<file path="src/rtl/mem_ctrl_queued.sv">
`default_nettype none
// ============================================================================
// Module   : mem_ctrl_queued
// Purpose  : NoC home-node memory controller. Line-oriented READ, READ_EXCL
//            and WRITE requests are held in an in-order queue. One memory
//            operation is in flight at a time. Reads return a LINE_WORDS-beat
//            burst and writes return a single ACK beat.
// Options  : define MC_LAT_STATS_EN to accumulate per-direction memory latency
// Revision : 1.0 - initial release
// ============================================================================
module mem_ctrl_queued #(
  parameter int ADDR_WIDTH = 48,
  parameter int DATA_WIDTH = 64,
  parameter int LINE_WORDS = 8,
  parameter int REQ_DEPTH  = 4,
  parameter int NODE_W     = 8,
  parameter int CNT_W      = 32
) (
  input  logic                             clk,
  input  logic                             reset_n,
  // NoC request (ejection) side
  input  logic                             req_valid,
  output logic                             req_ready,
  input  logic [ADDR_WIDTH-1:0]            req_addr,
  input  logic [2:0]                       req_type,
  input  logic [NODE_W-1:0]                req_source,
  input  logic [LINE_WORDS*DATA_WIDTH-1:0] req_wdata,
  // NoC response (injection) side
  output logic                             rsp_valid,
  input  logic                             rsp_ready,
  output logic [ADDR_WIDTH-1:0]            rsp_addr,
  output logic [2:0]                       rsp_type,
  output logic [NODE_W-1:0]                rsp_target,
  output logic [DATA_WIDTH-1:0]            rsp_data,
  output logic [$clog2(LINE_WORDS)-1:0]    rsp_beat,
  output logic                             rsp_last,
  // External memory side
  output logic                             mem_req_valid,
  input  logic                             mem_req_ready,
  output logic [ADDR_WIDTH-1:0]            mem_addr,
  output logic                             mem_write,
  output logic [LINE_WORDS*DATA_WIDTH-1:0] mem_wdata,
  input  logic                             mem_resp_valid,
  output logic                             mem_resp_ready,
  input  logic [LINE_WORDS*DATA_WIDTH-1:0] mem_rdata,
  // Status and statistics
  output logic [$clog2(REQ_DEPTH):0]       queue_level,
  output logic [CNT_W-1:0]                 read_count,
  output logic [CNT_W-1:0]                 write_count,
  output logic [CNT_W-1:0]                 drop_count,
  output logic [CNT_W-1:0]                 read_latency_sum,
  output logic [CNT_W-1:0]                 write_latency_sum
);

  localparam int LINE_W = LINE_WORDS * DATA_WIDTH;
  localparam int BEAT_W = $clog2(LINE_WORDS);
  localparam int OFFS_W = $clog2(LINE_W / 8);
  localparam int PTR_W  = $clog2(REQ_DEPTH);
  localparam int LVL_W  = PTR_W + 1;

  localparam logic [2:0] REQ_READ      = 3'b000;
  localparam logic [2:0] REQ_READ_EXCL = 3'b001;
  localparam logic [2:0] REQ_WRITE     = 3'b010;
  localparam logic [2:0] RSP_DATA      = 3'b100;
  localparam logic [2:0] RSP_DATA_EXCL = 3'b101;
  localparam logic [2:0] RSP_ACK       = 3'b110;

  typedef enum logic [1:0] {
    S_IDLE  = 2'd0,
    S_ISSUE = 2'd1,
    S_WAIT  = 2'd2,
    S_SEND  = 2'd3
  } state_t;

  state_t state;

  // Queue storage: only the two type flags are kept, unknown types never enter
  logic [ADDR_WIDTH-1:0] q_addr  [REQ_DEPTH];
  logic                  q_write [REQ_DEPTH];
  logic                  q_excl  [REQ_DEPTH];
  logic [NODE_W-1:0]     q_src   [REQ_DEPTH];
  logic [LINE_W-1:0]     q_wdata [REQ_DEPTH];

  logic [PTR_W-1:0] wr_ptr;
  logic [PTR_W-1:0] rd_ptr;
  logic [LVL_W-1:0] level;
  logic [LINE_W-1:0] line_buf;

  logic type_ok;
  logic accept;
  logic push;
  logic pop;

  assign type_ok     = (req_type == REQ_READ) || (req_type == REQ_READ_EXCL) ||
                       (req_type == REQ_WRITE);
  // A full queue refuses new work even if an entry leaves in the same cycle
  assign req_ready   = (level != LVL_W'(REQ_DEPTH));
  assign accept      = req_valid && req_ready;
  assign push        = accept && type_ok;
  assign pop         = (state == S_IDLE) && (level != '0);
  assign queue_level = level;

  // Capture accepted requests into the slot under the write pointer
  always_ff @(posedge clk) begin
    if (push) begin
      q_addr[wr_ptr]  <= req_addr;
      q_write[wr_ptr] <= (req_type == REQ_WRITE);
      q_excl[wr_ptr]  <= (req_type == REQ_READ_EXCL);
      q_src[wr_ptr]   <= req_source;
      q_wdata[wr_ptr] <= req_wdata;
    end
  end

  // Queue bookkeeping: write pointer, occupancy and rejected-request count
  always_ff @(posedge clk or negedge reset_n) begin
    if (!reset_n) begin
      wr_ptr     <= '0;
      level      <= '0;
      drop_count <= '0;
    end else begin
      if (push) begin
        wr_ptr <= wr_ptr + PTR_W'(1);
      end
      if (accept && !type_ok) begin
        drop_count <= drop_count + CNT_W'(1);
      end
      case ({push, pop})
        2'b10:   level <= level + LVL_W'(1);
        2'b01:   level <= level - LVL_W'(1);
        default: level <= level;
      endcase
    end
  end

  // Request sequencer: pop, issue to memory, await data, stream the response
  always_ff @(posedge clk or negedge reset_n) begin
    if (!reset_n) begin
      state          <= S_IDLE;
      rd_ptr         <= '0;
      mem_req_valid  <= 1'b0;
      mem_addr       <= '0;
      mem_write      <= 1'b0;
      mem_wdata      <= '0;
      mem_resp_ready <= 1'b0;
      line_buf       <= '0;
      rsp_valid      <= 1'b0;
      rsp_addr       <= '0;
      rsp_type       <= '0;
      rsp_target     <= '0;
      rsp_data       <= '0;
      rsp_beat       <= '0;
      rsp_last       <= 1'b0;
      read_count     <= '0;
      write_count    <= '0;
    end else begin
      case (state)
        S_IDLE: begin
          if (pop) begin
            rd_ptr        <= rd_ptr + PTR_W'(1);
            state         <= S_ISSUE;
            mem_req_valid <= 1'b1;
            mem_addr      <= {q_addr[rd_ptr][ADDR_WIDTH-1:OFFS_W], {OFFS_W{1'b0}}};
            mem_write     <= q_write[rd_ptr];
            mem_wdata     <= q_wdata[rd_ptr];
            rsp_addr      <= q_addr[rd_ptr];
            rsp_target    <= q_src[rd_ptr];
            rsp_type      <= q_write[rd_ptr] ? RSP_ACK :
                             (q_excl[rd_ptr] ? RSP_DATA_EXCL : RSP_DATA);
          end
        end
        S_ISSUE: begin
          if (mem_req_ready) begin
            mem_req_valid  <= 1'b0;
            mem_resp_ready <= 1'b1;
            state          <= S_WAIT;
          end
        end
        S_WAIT: begin
          if (mem_resp_valid) begin
            // mem_write still holds the direction of the op in flight
            mem_resp_ready <= 1'b0;
            state          <= S_SEND;
            rsp_valid      <= 1'b1;
            rsp_beat       <= '0;
            line_buf       <= mem_rdata >> DATA_WIDTH;
            rsp_data       <= mem_write ? '0 : mem_rdata[DATA_WIDTH-1:0];
            rsp_last       <= mem_write;
          end
        end
        S_SEND: begin
          if (rsp_ready) begin
            if (rsp_last) begin
              rsp_valid <= 1'b0;
              rsp_last  <= 1'b0;
              state     <= S_IDLE;
              if (mem_write) begin
                write_count <= write_count + CNT_W'(1);
              end else begin
                read_count <= read_count + CNT_W'(1);
              end
            end else begin
              rsp_beat <= rsp_beat + BEAT_W'(1);
              rsp_data <= line_buf[DATA_WIDTH-1:0];
              line_buf <= line_buf >> DATA_WIDTH;
              rsp_last <= (rsp_beat == BEAT_W'(LINE_WORDS - 2));
            end
          end
        end
        default: state <= S_IDLE;
      endcase
    end
  end

`ifdef MC_LAT_STATS_EN
  logic [CNT_W-1:0] lat_cnt;

  // Count ISSUE/WAIT cycles; the response cycle itself is included in the sum
  always_ff @(posedge clk or negedge reset_n) begin
    if (!reset_n) begin
      lat_cnt           <= '0;
      read_latency_sum  <= '0;
      write_latency_sum <= '0;
    end else begin
      if (state == S_ISSUE || state == S_WAIT) begin
        lat_cnt <= lat_cnt + CNT_W'(1);
      end else begin
        lat_cnt <= '0;
      end
      if (state == S_WAIT && mem_resp_valid) begin
        if (mem_write) begin
          write_latency_sum <= write_latency_sum + lat_cnt + CNT_W'(1);
        end else begin
          read_latency_sum <= read_latency_sum + lat_cnt + CNT_W'(1);
        end
      end
    end
  end
`else
  assign read_latency_sum  = '0;
  assign write_latency_sum = '0;
`endif

endmodule
`default_nettype wire
</file>
<file path="config.mk">
export PLATFORM = sky130hd
export DESIGN_NAME = mem_ctrl_queued
export DESIGN_NICKNAME = d
export VERILOG_FILES = /design/src/rtl/mem_ctrl_queued.sv
export SDC_FILE = /design/constraint.sdc
export NUM_CORES = 2
export LEC_CHECK = 0
export BUFFER_PORTS_ARGS = -buffer_cell sky130_fd_sc_hd__buf_2
export CAP_MARGIN = 5
export CORE_AREA = 2 2 753 755
export DETAILED_ROUTE_END_ITERATION = 7
export DIE_AREA = 0 0 755 757
export PLACE_DENSITY_LB_ADDON = 0.15
export SETUP_SLACK_MARGIN = 0.5
export SLEW_MARGIN = 0
export SYNTH_ARGS = -nofsm -noshare
export SYNTH_HDL_FRONTEND = slang
export SYNTH_SLANG_ARGS = --single-unit
</file>
<file path="constraint.sdc">
create_clock -name clk -period 17.35 [get_ports clk]
set_input_delay 0.8675 -clock clk [delete_from_list [all_inputs] [get_ports clk]]
set_output_delay 0.8675 -clock clk [all_outputs]
set_load 0.05 [all_outputs]
</file>
==> impl_metrics.json <==
{
  "rows": 276,
  "fin_area_um2": 168000,
  "grt_max_degree": 222,
  "grt_pass1_vias": 82900,
  "cp-start-kind": "primary input",
  "fmax_mhz": 165,
  "cp_top_family": "buffers and inverters",
  "synth_seq_area_share_pct": 74.6,
  "final_max_slew_viol_count": 0,
  "yosysWarnings": 0,
  "die-height_um": 757,
  "p_int_w": 0.0187,
  "place.gp.congestion": 0.848,
  "cts_tree": "built",
  "vias": 79600,
  "layout_min_cycle_time_ns": 6.04,
  "port_buffers": 1873,
  "period_share_pct": 34.8,
  "power_frac_clock_pct": 26.6,
  "rr_startpoint": "queue_level[0]",
  "via_per_inst": 4.31,
  "p_sw_share_pct": 40.9,
  "layout.nets": 11600,
  "clock-sinks": 3475,
  "ys_seq_elements": 3475,
  "io_pins": 1944,
  "synth.cell_area_um2": 132000,
  "syn_inst": 8111,
  "grt.total_usage_pct": 17.1,
  "worstPathMaxFanout": 95,
  "synth_edf_count": 2280,
  "antenna_left": 0,
  "yosys.area.top_type": "edfxtp_1",
  "final_layout_size_suffix_gt1_share_pct": 29.2,
  "ir_worst_vdd_mv": 0.153,
  "pwr-share-comb_pct": 36.1,
  "power_leakage_nw": 65.7,
  "num-fill-cells": 56800,
  "grt_pass1_wl_um": 693000,
  "wl_met3_um": 38400,
  "floorplan.initialDensity_pct": 23.4,
  "synth_ff_type": "edfxtp_1",
  "critPathSlowestCell": "a21oi_1",
  "hpwl_um": 358000,
  "wl_met1_um": 200000,
  "power_density_nw_per_um2": 189,
  "cts_max_path_buffers": 4,
  "worstMarginPinSlew_ns": 1.29,
  "pre_cts_ws_ns": 10.27,
  "avgRoutedWirePerCell_um": 27.4,
  "grt_overflow": 0,
  "ctsRootBufferMaster": "clkbuf_16",
  "regToRegSetupSlack_ns": 11.81,
  "fin_tns_setup_ns": 0,
  "clk_latency_ns": 1.03,
  "wl_met2_um": 250000,
  "slowest_delay_ns": 0.99,
  "p_seq_share_pct": 37.3,
  "cp_common_cell": "buf_4",
  "status": "completed",
  "required_ns": 17.88,
  "synthArstFlopShare_pct": 34.4,
  "highest_layer": "met5",
  "drtIter0Drc": 5435,
  "synth.distinct_cells": 53,
  "slew-limit-headroom_pct": 14.1,
  "crit_end": "q_wdata[2][364]",
  "setup_viol": 0,
  "p_sw_w": 0.0129,
  "hold_path.class": "primary input to flop",
  "core_um2": 563000,
  "rr_endpoint": "mem_wdata[463]",
  "crit_arrival_ns": 6.57,
  "cp-end-kind": "flop",
  "postCtsSetupBuffers": 0,
  "synthTopCellsByArea": "edfxtp_1, dfrtp_1, mux4_2, nand2_1, mux2i_1",
  "die_x_um": 755,
  "critPathKind": "primary input to flop",
  "area_delta_synth_final_pct": 27.1,
  "synth_top_area_share_pct": 51.9,
  "wl_um": 506000,
  "crit_chain": "buf_2 > a21oi_1 > buf_4 > and3_1 > and2_4 > buf_12 > buf_12 > buf_4 > buf_4",
  "dr.pass1.iters": 8,
  "timing_hold_violations_final": 0,
  "clkSlewWorstSetupHoldPaths_ns": 0.06,
  "finalClockSkew_ns": 0.117,
  "die_area_um2": 572000,
  "critPathLaunch": "req_type[0]",
  "htreeDepth": 5,
  "crit_cells": 9,
  "cap_violations": 0,
  "rsz0062_at_grt": "no",
  "placed_area_um2": 149000,
  "rr_worst_depth": 9,
  "worst_slack_ns": 11.31,
  "path_buf_inv": 6,
  "numCtsBuffers": 403,
  "drc": 0,
  "antenna_found_initial": 345,
  "syn_area_per_cell_um2": 16.3
}
[layout make-up]
type | instances | area (µm²) | share of cell area [%]
antenna | 119 | 298 | 0.178
multi-input combinational | 4129 | 31000 | 18.5
inverter | 23 | 93.8 | 0.0560
sequential | 3475 | 98400 | 58.7
tap | 7506 | 9390 | 5.60
timing repair buffer | 2462 | 15300 | 9.15
clock inverter | 166 | 1770 | 1.05
clock buffer | 587 | 11300 | 6.77
[repair_timing]
action	4_1_cts	5_1_grt
gates resized for setup	0	0
hold buffers	472	0
hold endpoints to repair	1947	0
[logic make-up (layout without fill, tap and decap cells)]
logic type | count (synthesis) | count (layout) | share of synthesized area [%]
other cells | 1 | 189 | 0.00284
flops | 3475 | 3475 | 74.6
mux | 957 | 957 | 12.7
xor+xnor | 99 | 99 | 0.658
simple gates | 2391 | 2391 | 7.16
buf+inv | 576 | 3238 | 2.17
fa+ha+maj | 16 | 16 | 0.158
compound gates | 596 | 596 | 2.58
[state kept, by name, summed over array words and instances (netlist names), 48 cells and up]
register   count
q_wdata     2048
rsp_addr      48
q_addr       192
line_buf     448
mem_wdata    512
rsp_data      64
[power by group through the flow]
stage	Combinational [W]	Sequential, W	Clock [W]
after floorplan	0.00538	0.0142	0
after global placement	0.0115	0.0120	0
after detailed placement	0.0116	0.0120	0
after CTS	0.0117	0.0119	0.00867
after global routing	0.0123	0.0120	0.00898
final	0.0114	0.0118	0.00841
[routing by layer]
metal  up-vias  GRT usage [%]
met5         -              0
met4       188           4.87
met3       976           5.34
met2      2609           29.6
met1     41200           20.4
li1      34600              -
[placed cells by master, fill, tap and decap left out, types with 36 or more instances in the layout]
cell and count:
edfxtp_1 2280, clkinv_2 65, a22o_1 65, buf_4 90, mux4_2 570, xor2_1 36, dlygate4sd3_1 472, o21ai_0 456
nand2_1 2204, conb_1 70, clkinv_1 45, clkbuf_8 57, a22oi_1 63, clkbuf_1 127, xnor2_1 63, buf_2 1872
mux2i_1 385, clkbuf_16 403, dfrtp_1 1193, diode_2 119
[how the worst min path moves through the flow]
stage | start | endpoint | slack, ns | cells after the start
2_1_floorplan | line_buf[379] | line_buf[379] | 0.45 | 2
3_3_place_gp | rsp_type[2] | rsp_type[2] | 0.44 | 1
3_5_place_dp | rsp_type[2] | rsp_type[2] | 0.45 | 1
4_1_cts | req_wdata[182] | q_wdata[2][182] | 0.0002 | 1
5_1_grt | req_wdata[322] | q_wdata[1][322] | 0.05 | 1
6_report | mem_rdata[490] | line_buf[426] | 0.14 | 2
[through the flow]
step	cells	hold WS (ns)	util, %	total power [W]
global route	18400	0.0475	29.7	0.0333
global placement	17100	0.445	26.5	0.0235
CTS	18300	0.000201	29.7	0.0323
finish	18500	0.136	29.7	0.0316
floorplan	8180	0.449	-	0.0195
detailed placement	17100	0.451	26.5	0.0236
[synthesized netlist by cell type, drive strengths merged, types with 63 or more instances]
cell	instances
edfxtp	2280
nand2	2204
dfrtp	1195
mux4	570
o21ai	456
mux2i	385
buf	277
clkbuf	276
a22o	65
a22oi	63
xnor2	63
No activity file was read; power rests on OpenSTA's default activity.
